==> config.mk <==
export PLATFORM = sky130hd
export DESIGN_NAME = wb_write_queue_flat
export DESIGN_NICKNAME = d
export VERILOG_FILES = /design/src/rtl/wb_write_queue_if.sv /design/src/rtl/wb_write_queue.sv /design/src/flat_wrapper.sv
export SDC_FILE = /design/constraint.sdc
export NUM_CORES = 1
export LEC_CHECK = 0
export ABC_CLOCK_PERIOD_IN_PS = 3700
export BUFFER_PORTS_ARGS = -buffer_cell sky130_fd_sc_hd__buf_2
export CAP_MARGIN = 5
export CORE_MARGIN = 2
export CORE_UTILIZATION = 57
export CTS_CLUSTER_DIAMETER = 150
export CTS_CLUSTER_SIZE = 14
export DETAILED_ROUTE_END_ITERATION = 10
export PLACE_DENSITY = 0.89
export SKIP_CTS_REPAIR_TIMING = 1
export SYNTH_ARGS = -nofsm -noshare
export SYNTH_HDL_FRONTEND = slang
export SYNTH_SLANG_ARGS = --single-unit
export TNS_END_PERCENT = 5
==> constraint.sdc <==
create_clock -name clk -period 3.7 [get_ports clk]
set_input_delay 0.555 -clock clk [delete_from_list [all_inputs] [get_ports clk]]
set_output_delay 0.555 -clock clk [all_outputs]
set_load 0.01 [all_outputs]
==> src/rtl/wb_write_queue_if.sv <==
// Handshake, register-file write port and hazard-check bundle for wb_write_queue.
// Forwarding signals are present only when WBQ_FORWARD_EN is defined.
interface wb_write_queue_if #(
  parameter int XLEN  = 32,
  parameter int DEPTH = 4
);
  localparam int CNT_W = $clog2(DEPTH) + 1;

  logic             alu_valid;
  logic             alu_ready;
  logic [4:0]       alu_rd;
  logic [XLEN-1:0]  alu_data;
  logic             mem_valid;
  logic             mem_ready;
  logic [4:0]       mem_rd;
  logic [XLEN-1:0]  mem_data;
  logic [4:0]       wd_reg;
  logic [XLEN-1:0]  wdv;
  logic             wren;
  logic [4:0]       chk_rs1;
  logic [4:0]       chk_rs2;
  logic             rs1_busy;
  logic             rs2_busy;
  logic [CNT_W-1:0] count;
  logic             empty;
`ifdef WBQ_FORWARD_EN
  logic             rs1_fwd_valid;
  logic [XLEN-1:0]  rs1_fwd_data;
  logic             rs2_fwd_valid;
  logic [XLEN-1:0]  rs2_fwd_data;
`endif

  modport slave (
    input  alu_valid, alu_rd, alu_data, mem_valid, mem_rd, mem_data, chk_rs1, chk_rs2,
    output alu_ready, mem_ready, wd_reg, wdv, wren, rs1_busy, rs2_busy, count, empty
`ifdef WBQ_FORWARD_EN
    , output rs1_fwd_valid, rs1_fwd_data, rs2_fwd_valid, rs2_fwd_data
`endif
  );

  modport master (
    output alu_valid, alu_rd, alu_data, mem_valid, mem_rd, mem_data, chk_rs1, chk_rs2,
    input  alu_ready, mem_ready, wd_reg, wdv, wren, rs1_busy, rs2_busy, count, empty
`ifdef WBQ_FORWARD_EN
    , input rs1_fwd_valid, rs1_fwd_data, rs2_fwd_valid, rs2_fwd_data
`endif
  );
endinterface

==> src/rtl/wb_write_queue.sv <==
// Writeback queue feeding the register-file write port, with operand busy flags.
// Optional macro WBQ_FORWARD_EN adds per-operand forwarding of the youngest pending write.
module wb_write_queue #(
  parameter int DEPTH = 4,
  parameter int XLEN  = 32
) (
  input  logic              clk,
  input  logic              rst_n,
  wb_write_queue_if.slave   bus
);
  localparam int PTR_W = $clog2(DEPTH);
  localparam int CNT_W = PTR_W + 1;

  logic [4:0]       r_rd   [DEPTH];
  logic [XLEN-1:0]  r_data [DEPTH];
  logic [PTR_W-1:0] r_head;
  logic [PTR_W-1:0] r_tail;
  logic [CNT_W-1:0] r_count;
  logic             r_wren;
  logic [4:0]       r_wd_reg;
  logic [XLEN-1:0]  r_wdv;

  logic             w_not_full;
  logic             w_mem_acc;
  logic             w_alu_acc;
  logic [4:0]       w_in_rd;
  logic [XLEN-1:0]  w_in_data;
  logic             w_push;
  logic             w_pop;

  // Ready looks only at registered occupancy, so a same-cycle pop never frees a slot.
  assign w_not_full    = r_count < CNT_W'(DEPTH);
  assign bus.mem_ready = w_not_full;
  assign bus.alu_ready = w_not_full && !bus.mem_valid;
  assign w_mem_acc     = bus.mem_valid && w_not_full;
  assign w_alu_acc     = bus.alu_valid && w_not_full && !bus.mem_valid;
  assign w_in_rd       = w_mem_acc ? bus.mem_rd   : bus.alu_rd;
  assign w_in_data     = w_mem_acc ? bus.mem_data : bus.alu_data;
  assign w_push        = (w_mem_acc || w_alu_acc) && (w_in_rd != 5'd0);
  assign w_pop         = r_count != '0;

  always_ff @(posedge clk) begin
    if (w_push) begin
      r_rd[r_tail]   <= w_in_rd;
      r_data[r_tail] <= w_in_data;
    end
  end

  always_ff @(posedge clk or negedge rst_n) begin
    if (!rst_n) begin
      r_head   <= '0;
      r_tail   <= '0;
      r_count  <= '0;
      r_wren   <= 1'b0;
      r_wd_reg <= '0;
      r_wdv    <= '0;
    end else begin
      r_wren <= w_pop;
      if (w_pop) begin
        r_wd_reg <= r_rd[r_head];
        r_wdv    <= r_data[r_head];
        r_head   <= r_head + PTR_W'(1);
      end
      if (w_push)
        r_tail <= r_tail + PTR_W'(1);
      case ({w_push, w_pop})
        2'b10:   r_count <= r_count + CNT_W'(1);
        2'b01:   r_count <= r_count - CNT_W'(1);
        default: r_count <= r_count;
      endcase
    end
  end

  // A register is busy while it sits in the queue or is being written this cycle.
  function automatic logic busy_of(input logic [4:0] rs);
    logic hit;
    hit = r_wren && (r_wd_reg == rs);
    for (int i = 0; i < DEPTH; i++)
      if ((CNT_W'(i) < r_count) && (r_rd[r_head + PTR_W'(i)] == rs))
        hit = 1'b1;
    return hit && (rs != 5'd0);
  endfunction

  assign bus.wren     = r_wren;
  assign bus.wd_reg   = r_wd_reg;
  assign bus.wdv      = r_wdv;
  assign bus.count    = r_count;
  assign bus.empty    = (r_count == '0);
  assign bus.rs1_busy = busy_of(bus.chk_rs1);
  assign bus.rs2_busy = busy_of(bus.chk_rs2);

`ifdef WBQ_FORWARD_EN
  // Walk oldest to youngest so the last match (closest to the tail) wins.
  function automatic logic [XLEN-1:0] fwd_of(input logic [4:0] rs);
    logic [XLEN-1:0] d;
    d = r_wdv;
    for (int i = 0; i < DEPTH; i++)
      if ((CNT_W'(i) < r_count) && (r_rd[r_head + PTR_W'(i)] == rs))
        d = r_data[r_head + PTR_W'(i)];
    return d;
  endfunction

  assign bus.rs1_fwd_valid = bus.rs1_busy;
  assign bus.rs2_fwd_valid = bus.rs2_busy;
  assign bus.rs1_fwd_data  = fwd_of(bus.chk_rs1);
  assign bus.rs2_fwd_data  = fwd_of(bus.chk_rs2);
`endif
endmodule

==> src/flat_wrapper.sv <==
// flat-port wrapper written by rule: the top's interface ports become plain ports
module wb_write_queue_flat 
#(
  parameter int DEPTH = 4,
  parameter int XLEN  = 32
)
  (clk, rst_n, bus_alu_valid, bus_alu_rd, bus_alu_data, bus_mem_valid, bus_mem_rd, bus_mem_data, bus_chk_rs1, bus_chk_rs2, bus_alu_ready, bus_mem_ready, bus_wd_reg, bus_wdv, bus_wren, bus_rs1_busy, bus_rs2_busy, bus_count, bus_empty);
  wb_write_queue_if #(.XLEN(XLEN), .DEPTH(DEPTH)) bus_i ();
  input  logic clk;
  input  logic rst_n;
  input wire logic [$bits(bus_i.alu_valid)-1:0] bus_alu_valid;
  input wire logic [$bits(bus_i.alu_rd)-1:0] bus_alu_rd;
  input wire logic [$bits(bus_i.alu_data)-1:0] bus_alu_data;
  input wire logic [$bits(bus_i.mem_valid)-1:0] bus_mem_valid;
  input wire logic [$bits(bus_i.mem_rd)-1:0] bus_mem_rd;
  input wire logic [$bits(bus_i.mem_data)-1:0] bus_mem_data;
  input wire logic [$bits(bus_i.chk_rs1)-1:0] bus_chk_rs1;
  input wire logic [$bits(bus_i.chk_rs2)-1:0] bus_chk_rs2;
  output wire logic [$bits(bus_i.alu_ready)-1:0] bus_alu_ready;
  output wire logic [$bits(bus_i.mem_ready)-1:0] bus_mem_ready;
  output wire logic [$bits(bus_i.wd_reg)-1:0] bus_wd_reg;
  output wire logic [$bits(bus_i.wdv)-1:0] bus_wdv;
  output wire logic [$bits(bus_i.wren)-1:0] bus_wren;
  output wire logic [$bits(bus_i.rs1_busy)-1:0] bus_rs1_busy;
  output wire logic [$bits(bus_i.rs2_busy)-1:0] bus_rs2_busy;
  output wire logic [$bits(bus_i.count)-1:0] bus_count;
  output wire logic [$bits(bus_i.empty)-1:0] bus_empty;
  assign bus_i.alu_valid = bus_alu_valid;
  assign bus_i.alu_rd = bus_alu_rd;
  assign bus_i.alu_data = bus_alu_data;
  assign bus_i.mem_valid = bus_mem_valid;
  assign bus_i.mem_rd = bus_mem_rd;
  assign bus_i.mem_data = bus_mem_data;
  assign bus_i.chk_rs1 = bus_chk_rs1;
  assign bus_i.chk_rs2 = bus_chk_rs2;
  assign bus_alu_ready = bus_i.alu_ready;
  assign bus_mem_ready = bus_i.mem_ready;
  assign bus_wd_reg = bus_i.wd_reg;
  assign bus_wdv = bus_i.wdv;
  assign bus_wren = bus_i.wren;
  assign bus_rs1_busy = bus_i.rs1_busy;
  assign bus_rs2_busy = bus_i.rs2_busy;
  assign bus_count = bus_i.count;
  assign bus_empty = bus_i.empty;
  wb_write_queue #(.DEPTH(DEPTH), .XLEN(XLEN)) u_core (.clk(clk), .rst_n(rst_n), .bus(bus_i));
endmodule
# [Word-level counts from Yosys, hierarchy flattened]
# Memory sizes are Yosys's and may differ from the RTL's. A register that Yosys moved wholly into a read port is not among the register bits.
# Cells that the tools add are included.
[op_classes] n_lt_le_gt_ge=5 n_eq_ne=12 reduce_logical=26 add_sub_neg=6 mux=13
[op_table] cell="5-bit equality test" count=10
[op_table] cell="32-bit two-way mux" count=1
[op_table] cell="1-bit logical AND" count=17
[op_table] cell="5-bit nonzero test" count=3
[op_table] cell="1-bit two-way mux" count=10
[op_table] cell="1-bit by 3-bit less-than comparator with 1-bit output, first input constant" count=2
[op_table] cell="2-bit by 3-bit less-than comparator with 1-bit output, first input constant" count=2
[op_table] cell="3-bit one-hot mux with 2 select lines" count=1
[op_table] cell="5-bit two-way mux" count=1
[op_table] cell="2-bit by 1-bit adder with 2-bit output, second input constant" count=2
[op_table] cell="2-bit adder, second input constant" count=2
[op_table] cell="3-bit by 1-bit adder with 3-bit output, second input constant" count=1
[op_table] cell="3-bit zero test" count=1
[op_table] cell="3-bit less-than comparator, second input constant" count=1
[op_table] cell="3-bit nonzero test" count=1
[op_table] cell="3-bit by 1-bit subtractor with 3-bit output, second input constant" count=1
[op_table] cell="2-bit by 1-bit equality test with 1-bit output, second input constant" count=1
[op_table] cell="2-bit equality test, second input constant" count=1
[op_table] cell="1-bit zero test" count=2
[op_table] cell="2-bit nonzero test" count=1
[op_table] cell="1-bit logical OR" count=1
[word_totals] n_memories=2 out_inout_bits=46 mem_bits_rw=148 wordCells=69 reg_bits=13
[memory_table] name="u_core.r_data" depth=4 word_bits=32 rd=1 rd_ports_with_merged_regs=1 write_ports=1 line_no="wb_write_queue.sv:15" source="logic [XLEN-1:0] r_data [DEPTH];"
[memory_table] name="u_core.r_rd" depth=4 word_bits=5 rd=4 rd_ports_with_merged_regs=0 write_ports=1 line_no="wb_write_queue.sv:14" source="logic [4:0] r_rd [DEPTH];"

# [Longest topological paths before layout]
# Gate-level depths: netlist of the first run.
# An unclocked memory read counts as a cell.
[logic_depth] ltp_word=8 ltp_mapped=11 depth_no_buf=10

# [Worst setup path after synthesis of the first run]
# No wires, ideal clock.
[synth_path] path_kind="reg2reg" start="register u_core.r_count[2] (netlist: u_core.bus.count[2])" end="memory u_core.r_data[0][0] (enable)" stages_incl_launch_ff=7 n_path_buf=1 setup_slack_ns=0.975 arrival_ns=2.327 cell_sequence="dfrtp_1 inv_2 nand2_2 buf_2 mux2_2 o41a_1 and2_1"
[synth_via] elab_chain_len=7 word_cells_on_any_way=10 cone_classes="1 x order compare; 3 x mux; 6 x reduce/logical"
[synth_lines] element="start, declared" line_no="wb_write_queue.sv:18" source="logic [CNT_W-1:0] r_count;"
[synth_lines] element="start signal, assigned" line_no="wb_write_queue.sv:67" source="2'b10: r_count <= r_count + CNT_W'(1);"
[synth_lines] element="start signal, assigned" line_no="wb_write_queue.sv:68" source="2'b01: r_count <= r_count - CNT_W'(1);"
[synth_lines] element="start signal, assigned" line_no="wb_write_queue.sv:69" source="default: r_count <= r_count;"
[synth_lines] element="3-bit less-than comparator" line_no="wb_write_queue.sv:32" source="assign w_not_full = r_count < CNT_W'(DEPTH);"
[synth_lines] element="named net bus_mem_ready" line_no="flat_wrapper.sv:20" source="output wire logic [$bits(bus_i.mem_ready)-1:0] bus_mem_ready;"
[synth_lines] element="1-bit logical AND" line_no="wb_write_queue.sv:35" source="assign w_mem_acc = bus.mem_valid && w_not_full;"
[synth_lines] element="5-bit two-way mux" line_no="wb_write_queue.sv:37" source="assign w_in_rd = w_mem_acc ? bus.mem_rd : bus.alu_rd;"
[synth_lines] element="named net u_core.w_in_rd[0]" line_no="wb_write_queue.sv:26" source="logic [4:0] w_in_rd;"
[synth_lines] element="5-bit nonzero test" line_no="wb_write_queue.sv:39" source="assign w_push = (w_mem_acc || w_alu_acc) && (w_in_rd != 5'd0);"
[synth_lines] element="1-bit logical AND" line_no="wb_write_queue.sv:39"
[synth_lines] element="1-bit two-way mux" line_no="wb_write_queue.sv:43" source="if (w_push) begin"
[synth_lines] element="1-bit two-way mux (not written as such)" line_no="wb_write_queue.sv:45" source="r_data[r_tail] <= w_in_data;"
[synth_lines] element="end, declared" line_no="wb_write_queue.sv:15"
# The timed path passes the listed nets, and every way through them passes these cells.

# [Worst setup path after layout of the first run]
[layout_path] start="register u_core.r_head[1]" end="output bus_rs1_busy"
[layout_via] elab_chain_len=8 word_cells_on_any_way=17 cone_classes="3 x add/sub; 4 x eq/ne; 4 x mux; 5 x reduce/logical; 1 x memory"
[layout_lines] element="start, declared" line_no="wb_write_queue.sv:16" source="logic [PTR_W-1:0] r_head;"
[layout_lines] element="start signal, assigned" line_no="wb_write_queue.sv:62" source="r_head <= r_head + PTR_W'(1);"
[layout_lines] element="2-bit by 1-bit adder with 2-bit output or memory 4 x 5 bit (tied branches)"
[layout_lines] element="memory 4 x 5 bit (*)"
[layout_lines] element="5-bit equality test or 1-bit logical AND (tied branches)" line_no="wb_write_queue.sv:79" source="if ((CNT_W'(i) < r_count) && (r_rd[r_head + PTR_W'(i)] == rs))"
[layout_lines] element="1-bit logical AND or 1-bit two-way mux (tied branches)" line_no="wb_write_queue.sv:79"
[layout_lines] element="1-bit two-way mux (2 in a row)" line_no="wb_write_queue.sv:79"
[layout_lines] element="1-bit two-way mux (*)" line_no="wb_write_queue.sv:79"
[layout_lines] element="1-bit logical AND (*)" line_no="wb_write_queue.sv:81" source="return hit && (rs != 5'd0);"
[layout_lines] element="end, declared" line_no="flat_wrapper.sv:24" source="output wire logic [$bits(bus_i.rs1_busy)-1:0] bus_rs1_busy;"
# Every way passes the cells marked *; elsewhere a longest branch is shown, timed or not.

==> metrics.txt, run 1 <==
Sinks on Clock Net=193; pin count of the biggest net entering global routing=39; total wirelength of the detailed-routed design=18500 um; dpl cell area=9550 um2; total count of hold-check failures in the final report=0; gr ovfl total=0; HPWL reported at the end of detailed placement=12300 um; Crit. End Element=output port; TritonCTS clock tree=done; sum of negative setup slack=0 ps; register clock-pin slew on the reported worst setup and hold paths=70 ps; number of maximum-capacitance constraint violations=0; number of DRC violations after detailed-routing iteration 0=374; area of the mapped netlist=8750 um2; post-synthesis simple-gate area fraction=7.21%; data required time of the worst path=3140 ps; number of enable flip-flop cells after synthesis=148; design area=10100 um2; RSZ-0062 raised after global routing=false; warning count from the yosys run=0; Top FF cell, synth=edfxtp_1; placed cell count=855; pwr/cell area=830 nW/um2; gp weighted congestion=0.918; vias in the first global route=5282; FMAX=286 MHz; count of non-filler cells in the finished layout=888; total track usage=23.8%; count of TritonRoute iterations in the first routing pass=5; syn_nets=659; root buffer selected by CTS=clkbuf_16; initial antenna violation count=0; Critical Path AT=2950 ps; count of boundary I/O pins=134; share of synthesized flip-flops with an asynchronous set or reset=23.3%; via/cell ratio=5.86; later-pin clock latency in the skew report=440 ps; least setup slack across all paths after layout=200 ps; share of synthesized cell area in full adder, half adder and majority cells=1.14%; register with the highest flop count=u_core.r_data; synthesis-to-finish area growth=15.9%; critical path fanouts, max=27; Seq/Total Area, Yosys=63.6%; cts bufs inserted=17; P_leak=0.00395 uW; worst voltage drop across the vdd grid=0.500 mV; Die Area=16400 um2; DRC violations left=0; detail-routed net length per standard cell=20.9 um; clock period minus worst slack=3500 ps; sw frac=34.0%; Switch Pwr=2860 uW; final number of max-transition violations=0; number of port buffers=133; Final Skew=16.7 ps; sequential group share of total power=41.5%; class of the most critical hold timing path=in2async; height of the chip=128 um; post-synthesis register bit count=193; Worst Setup Start Kind=register; fraction of final layout cells with drive strength greater than 1=37.4%; mux contribution to synthesized area=19.1%; number of standard-cell rows in the floorplan=45; Setup Slack @ Placement=577 ps; die width=128 um; synthesized-area fraction occupied by ao, oa, aoi and oai cells=0.872%; number of flip-flops under the largest register name=128; Avg Synthesized Cell Area=15.5 um2; maximum level of the CTS H-tree=4; fraction of the cycle the final worst path needs=94.6%; main combinational cell family by area after synthesis=multiplexers; starting utilization of the core area=58.0%; Setup Crit Path Kind=reg2out; nets@finish=783; first-pass GRT wire length=28800 um; Relative slew margins=31.5%; most common cell after layout, fill and taps aside=edfxtp_1; number of unique standard cell types used by synthesis=35; maximum clock path buffer count=2; cell internal pwr=5560 uW; synthesized instance count=563; core region area=15100 um2; number of cells on the worst reg-to-reg path=5; most frequent cells in the layout=edfxtp_1, buf_2, nand2_1, mux4_2, dfrtp_1; relative contribution of combinational cells to total power=37.6%; slew of the pin with the lowest slew margin=1030 ps; clock share of power=20.9%; Vias=5204; Antenna Diode Count=0; result of the run=complete, no violations; Synth Area in XOR/XNOR=5.90%; Final setup violation count=0; ANT nets after route=0; final core utilization=67.2%
-- path summary, 6_finish.rpt --
kind                                     startpoint                   end  slack, ps
worst max-delay path               u_core.r_head[1]          bus_rs1_busy        200
worst min-delay path                          rst_n  u_core.bus.wd_reg[0]        130
worst max register to register  u_core.bus.count[2]  u_core.r_data[1][28]        640
worst min register to register   u_core.bus.wdv[19]    u_core.bus.wdv[19]        460
max in group asynchronous                     rst_n      u_core.r_head[0]       2790
min in group clk                 u_core.bus.wdv[19]    u_core.bus.wdv[19]        460
-- synthesized netlist by cell type, drive strengths merged (2+ instances only) --
library cell    n  share of area, %
mux4           50                13
mux2i          11               1.3
nand3           2              0.11
inv             8              0.34
or4             4              0.39
a21oi           3              0.17
edfxtp        148                51
xor2           26               2.6
xnor2          33               3.3
nor4            3              0.21
nand4           5              0.36
dfrtp          45                13
nor3            9              0.51
ha              8               1.1
o21ai           2              0.11
mux2           38               4.9
and2            4              0.29
nand2         115               5.0
nor2            7              0.30
buf            21               1.2
clkbuf         14              0.60
a31oi           3              0.21
-- power by group through the flow --
stage,Sequential (uW),Clock [uW],Combinational [uW]
floorplan,3450,0,2310
global placement,3500,0,3020
global route,3560,1870,3470
CTS,3530,1790,3140
finish,3490,1760,3170
detailed placement,3570,0,3110
-- cell families after synthesis --
family | Yosys count
buffers and inverters | 43
AOI/OAI and AO/OA | 11
and+or+nand+nor | 150
xor gates and xnor gates | 59
adders and majority gates | 8
DFF | 193
muxes | 99
-- final cells by class --
| class | count | area, um2 |
|---|---|---|
| clock buffers | 24 | 492 |
| clock inverters | 8 | 76.3 |
| fillers | 1002 | 4950 |
| inverters | 8 | 30.0 |
| multi-input cells | 327 | 3000 |
| flip-flops and latches | 193 | 5580 |
| well taps | 188 | 235 |
| repair buffers | 140 | 736 |
-- stage by stage --
stage | power [uW] | hold WS, ps
2_1_floorplan | 5760 | 259
3_3_place_gp | 6520 | 447
3_5_place_dp | 6690 | 451
4_1_cts | 8460 | 137
5_1_grt | 8900 | 155
6_report | 8420 | 135
-- critical path: stages, from the launching register on --
cell      delay [ps]
dfrtp_2          800
mux4_2           650
xor2_1           170
nor4_1           300
nand3_1          170
o211ai_2         100
o22a_1           170
buf_2            130
-- layer usage --
metal	vias to the layer above	global-route usage, %	part of all wire, %
li1	2333	-	-
met1	2659	31.7	40
met2	201	40.6	54
met3	11	5.47	5.7
met4	0	5.49	0.63
met5	-	0	0
Power figures use the tool's default switching activity.
==> inputs of run 2 (changes only) <==
Settings changed: ABC_CLOCK_PERIOD_IN_PS 3700 to 3300.
Clock period 3.7 ns to 3.3 ns, I/O delays scaled along.
==> metrics.txt, run 2 (same netlist as run 1, synthesis figures left out) <==
Critical Path End=bus_rs1_busy; root buffer selected by CTS=clkbuf_16; count of TritonRoute iterations in the first routing pass=5 (unchanged); core region area=15100 um2 (unchanged); register clock-pin slew on the reported worst setup and hold paths=60 ps (about the same); worst reg2reg setup slack=530 ps (-110 ps); class of the most critical hold timing path=in2async; DRC violations left=0 (unchanged); Bufs and invs on worst path=1 (unchanged); most frequent cells in the layout=edfxtp_1, buf_2, nand2_1, mux4_2, dfrtp_1; critical path fanouts, max=9 (-67%); detail-routed net length per standard cell=19.8 um (-5.4%); Sinks on Clock Net=193 (unchanged); clock period minus worst slack=3180 ps; count of non-filler cells in the finished layout=895 (+0.79%); number of standard-cell rows in the floorplan=45 (unchanged); largest delay contributor family on the critical path=multiplexers; number of DRC violations after detailed-routing iteration 0=342 (-8.6%); CP Depth=6 (-1); Vias=5173 (-0.60%); gp weighted congestion=0.968 (+5.4%); delay contributed by the slowest stage of the critical path=630 ps (-170 ps); height of the chip=128 um (unchanged); first-pass GRT wire length=27500 um (-4.5%); register with the highest flop count=u_core.r_data; data required time of the worst path=2800 ps (-340 ps); via/cell ratio=5.78 (-1.4%); most common cell after layout, fill and taps aside=edfxtp_1; slowest library cell on the worst path=mux4_1; start of the worst register-to-register path=u_core.bus.count[2]; total count of hold-check failures in the final report=0 (unchanged); RSZ-0062 raised after global routing=false; HPWL reported at the end of detailed placement=11600 um (-5.6%); Die Area=16400 um2 (unchanged); pin count of the biggest net entering global routing=39 (unchanged); number of cells on the worst reg-to-reg path=5 (unchanged); Worst Setup Start Kind=register; Final Skew=11.4 ps (-5.30 ps); number of flip-flops under the largest register name=128 (unchanged); sum of negative setup slack=0 ps (unchanged); placed cell count=857 (+0.23%); Setup Crit Path Kind=reg2out; FMAX=314 MHz; final number of max-transition violations=0 (unchanged); slew of the pin with the lowest slew margin=1010 ps (-17.7 ps); worst voltage drop across the vdd grid=0.495 mV (-1.1%); maximum clock path buffer count=2 (unchanged); count of boundary I/O pins=134 (unchanged); cts bufs inserted=17 (unchanged); pwr/cell area=929 nW/um2 (+12%); Final setup violation count=0 (unchanged); number of port buffers=133 (unchanged); RR Endpoint=u_core.r_data[1][8]; TritonCTS clock tree=done; result of the run=complete, no violations; number of maximum-capacitance constraint violations=0 (unchanged); Critical Path AT=2690 ps (-260 ps); cell-by-cell listing of the critical path=mux4_1 > xor2_1 > or4_4 > o211ai_2 > o22a_1 > buf_2; fraction of final layout cells with drive strength greater than 1=37.9% (+0.48 points); initial antenna violation count=0 (unchanged); total track usage=22.5% (-1.3 points); total wirelength of the detailed-routed design=17700 um (-4.7%); later-pin clock latency in the skew report=430 ps (about the same); maximum level of the CTS H-tree=4 (unchanged); nets@finish=790 (+0.89%); die width=128 um (unchanged); vias in the first global route=5361 (+1.5%); gr ovfl total=0 (unchanged); Critical Path Start=u_core.r_head[0]; starting utilization of the core area=58.0% (unchanged); Crit. End Element=output port; Antenna Diode Count=0 (unchanged); ANT nets after route=0 (unchanged); P_leak=0.00397 uW (+0.58%); fraction of the cycle the final worst path needs=96.4%; Relative slew margins=32.6% (+1.2 points); synthesis-to-finish area growth=16.3%
==> run 2: changes by cell type in the layout (fill, tap and decap cells not counted), sizes merged <==
cell and change:
buf +7, clkinv -1, inv +1
==> run 2: worst register-to-register path: stages, from the launching register on <==
cell	delay, ps
dfrtp_1	520
inv_2	140
nand2_2	160
mux2_1	420
o41a_1	560
and2_2	570
==> run 2: final cells by class <==
cell class                      instances  area, um2
Fill cell                            1030       4910
Sequential cell                       193       5580
Tap cell                              188        235
Inverter                                8       30.0
Multi-Input combinational cell        327       3000
Clock inverter                          8       77.6
Timing Repair Buffer                  147        781
Clock buffer                           24        482
==> run 2: how the worst min path moves through the flow <==
stage | slack (ps) | from | end | cells after the start
finish | 100 | rst_n | u_core.bus.wd_reg[0] | 1
global route | 120 | rst_n | u_core.bus.wren | 1
CTS | 100 | rst_n | u_core.bus.wd_reg[4] | 1
detailed placement | 450 | u_core.bus.wdv[4] | u_core.bus.wdv[4] | 2
global placement | 450 | u_core.bus.wdv[30] | u_core.bus.wdv[30] | 2
floorplan | 200 | rst_n | u_core.bus.count[0] | 0
==> run 2: power breakdown <==
part	total, uW	internal (uW)	switching (uW)
Combinational	3670	1700	1970
Sequential	3840	3460	379
Clock	1950	1100	847
==> run 2: per-stage QoR <==
step / hold slack (ps) / setup WS [ps] / power [uW] / instance area (um2) / utilization [%]
floorplan: 199 / 575 / 6460 / 8750 / -
global route: 121 / 44.1 / 9990 / 10200 / 67.5
detailed placement: 451 / 400 / 7510 / 9570 / 63.4
finish: 96.0 / 120 / 9460 / 10200 / 67.5
CTS: 100 / -82.8 / 9460 / 10100 / 67.1
global placement: 447 / 421 / 7290 / 9570 / 63.4
==> run 2: layer usage <==
metal | part of all wire (%) | routed length (um) | GRT usage, %
met5 | 0 | 0 | 0
met3 | 6.2 | 1090 | 4.05
met2 | 52 | 9270 | 39.0
met4 | 1.5 | 273 | 8.53
met1 | 40 | 7040 | 28.6
==> inputs of run 3 (changes only) <==
Settings changed: CORE_ASPECT_RATIO from default to 1.1, RECOVER_POWER from default to 25.
==> metrics.txt, run 3 (same netlist as run 1, synthesis figures left out) <==
gr ovfl total=0 (unchanged); most frequent cells in the layout=edfxtp_1, nand2_1, buf_2, mux4_2, clkbuf_1; gp weighted congestion=0.853 (-12%); initial antenna violation count=0 (unchanged); Sinks on Clock Net=193 (unchanged); first-pass GRT wire length=29600 um (+7.5%); number of port buffers=133 (unchanged); number of DRC violations after detailed-routing iteration 0=386 (+13%); number of cells on the worst reg-to-reg path=5 (unchanged); pwr/cell area=944 nW/um2 (+1.7%); critical hold path startpoint=bus_alu_data[8]; data required time of the worst path=2800 ps (about the same); start of the worst register-to-register path=u_core.bus.count[2]; hold-critical path depth=2; vias in the first global route=5576 (+4.0%); nets@finish=794 (+0.51%); DRC violations left=0 (unchanged); Final setup violation count=0 (unchanged); fraction of the cycle the final worst path needs=96.2% (-0.12 points); class of the most critical hold timing path=in2reg; FMAX=315 MHz (+0.12%); filler instances=1012 (-1.7%); violated checks=max-capacitance violations, max-slew violations; total count of hold-check failures in the final report=0 (unchanged); Pwr Total=9650 uW (+2.0%); final core utilization=67.8% (+0.36 points); synthesis-to-finish area growth=16.7%; number of maximum-capacitance constraint violations=1 (+1); register with the highest flop count=u_core.r_data; worst voltage drop across the vdd grid=0.528 mV (+6.7%); clock period minus worst slack=3180 ps (-3.85 ps); TritonCTS clock tree=done; cts bufs inserted=17 (unchanged); routing usage on met1=30.2% (+1.6 points); Critical Path AT=2680 ps (about the same); number of standard-cell rows in the floorplan=47 (+4.4%); count of boundary I/O pins=134 (unchanged); Setup Crit Path Kind=reg2out; RR Endpoint=u_core.r_data[3][15]; Worst Setup Start Kind=register; detail-routed net length per standard cell=21.1 um (+6.7%); slew of the pin with the lowest slew margin=1690 ps (+681 ps); core region area=15100 um2 (-0.23%); maximum clock path buffer count=2 (unchanged); count of TritonRoute iterations in the first routing pass=5 (unchanged); maximum level of the CTS H-tree=4 (unchanged); Vias=5234 (+1.2%); root buffer selected by CTS=clkbuf_16; starting utilization of the core area=58.1% (+0.13 points); total wirelength of the detailed-routed design=19100 um (+8.2%); pin count of the biggest net entering global routing=39 (unchanged); GRT met3 Usage=3.87% (-0.18 points); final number of max-transition violations=29 (+29); sink of the worst hold path=u_core.r_data[2][8]; Die Area=16400 um2 (about the same); Final Skew=7.28 ps (-4.15 ps); result of the run=finished with violations; RSZ-0062 raised after global routing=false; critical path fanouts, max=11 (+2); most common cell after layout, fill and taps aside=edfxtp_1; Relative slew margins=-12.8% (-45 points); HPWL reported at the end of detailed placement=12500 um (+7.8%); Crit. End Element=output port; GR Util met2=42.1% (+3.1 points); height of the chip=134 um (+4.7%); peak-usage layer in the global routing report=met2; register clock-pin slew on the reported worst setup and hold paths=70 ps (about the same); via/cell ratio=5.77 (-0.16%); worst reg2reg setup slack=300 ps (-230 ps); Antenna Diode Count=0 (unchanged); number of flip-flops under the largest register name=128 (unchanged); ANT nets after route=0 (unchanged); fraction of final layout cells with drive strength greater than 1=31.8% (-6.1 points); die width=122 um (-4.5%); later-pin clock latency in the skew report=420 ps (about the same); P_leak=0.00388 uW (-2.1%); total track usage=24.4% (+1.9 points); Fin Hold WS=425 ps (+329 ps)
-- run 3: cell types whose count changed in the layout (fill, tap and decap cells not counted), sizes merged --
| cell | previous run | this run |
|---|---|---|
| clkbuf | 25 | 65 |
| buf | 146 | 107 |
| bufinv | 1 | 3 |
| clkinv | 4 | 3 |
| clkinvlp | 1 | 2 |
| inv | 10 | 11 |
-- run 3: worst max path at each step --
stage	end	cells after the start	from	slack (ps)
after floorplan	u_core.r_data[0][0]	6	u_core.bus.count[2]	570
after global placement	bus_rs2_busy	7	u_core.r_head[1]	380
after detailed placement	bus_rs1_busy	6	u_core.r_head[0]	400
after CTS	bus_rs1_busy	6	u_core.r_head[0]	-70
after global routing	bus_rs2_busy	7	u_core.r_head[1]	10
final	bus_rs1_busy	7	u_core.r_head[0]	120
-- run 3: layout make-up --
cell class | instances | area [um2] | area share [%]
Clock buffer | 21 | 460 | 4.51
Clock inverter | 11 | 153 | 1.49
Inverter | 8 | 30.0 | 0.294
Multi-Input combinational cell | 327 | 3000 | 29.4
Sequential cell | 193 | 5580 | 54.6
Tap cell | 196 | 245 | 2.40
Timing Repair Buffer | 151 | 747 | 7.31
-- run 3: power by group --
| part | switching (uW) | internal (uW) | total (uW) |
|---|---|---|---|
| registers | 433 | 3460 | 3900 |
| clock network | 877 | 1240 | 2120 |
| logic | 1980 | 1650 | 3630 |
| total | 3290 | 6350 | 9650 |
-- run 3: metrics by stage --
step                std cells  worst slack (ps)  TNS, ps  instance area [um2]
global route              907              14.5        0                10200
CTS                       899             -73.2     -117                10200
global placement          867               382        0                 9590
floorplan                 563               575        0                 8750
detailed placement        867               398        0                 9590
finish                    907               124        0                10200
-- run 3: per-layer routing --
| layer | vias to the layer above | wire (um) |
|---|---|---|
| met2 | 193 | 9920 |
| met4 | 0 | 631 |
| li1 | 2349 | - |
| met5 | - | 0 |
| met3 | 40 | 931 |
| met1 | 2652 | 7640 |
-- run 3: critical path, cell delays in order (launching register included) --
cell	delay, ps
dfrtp_4	520
buf_4	150
mux4_2	530
xor2_1	160
or4_4	480
o211ai_2	140
o22a_1	150
buf_2	120
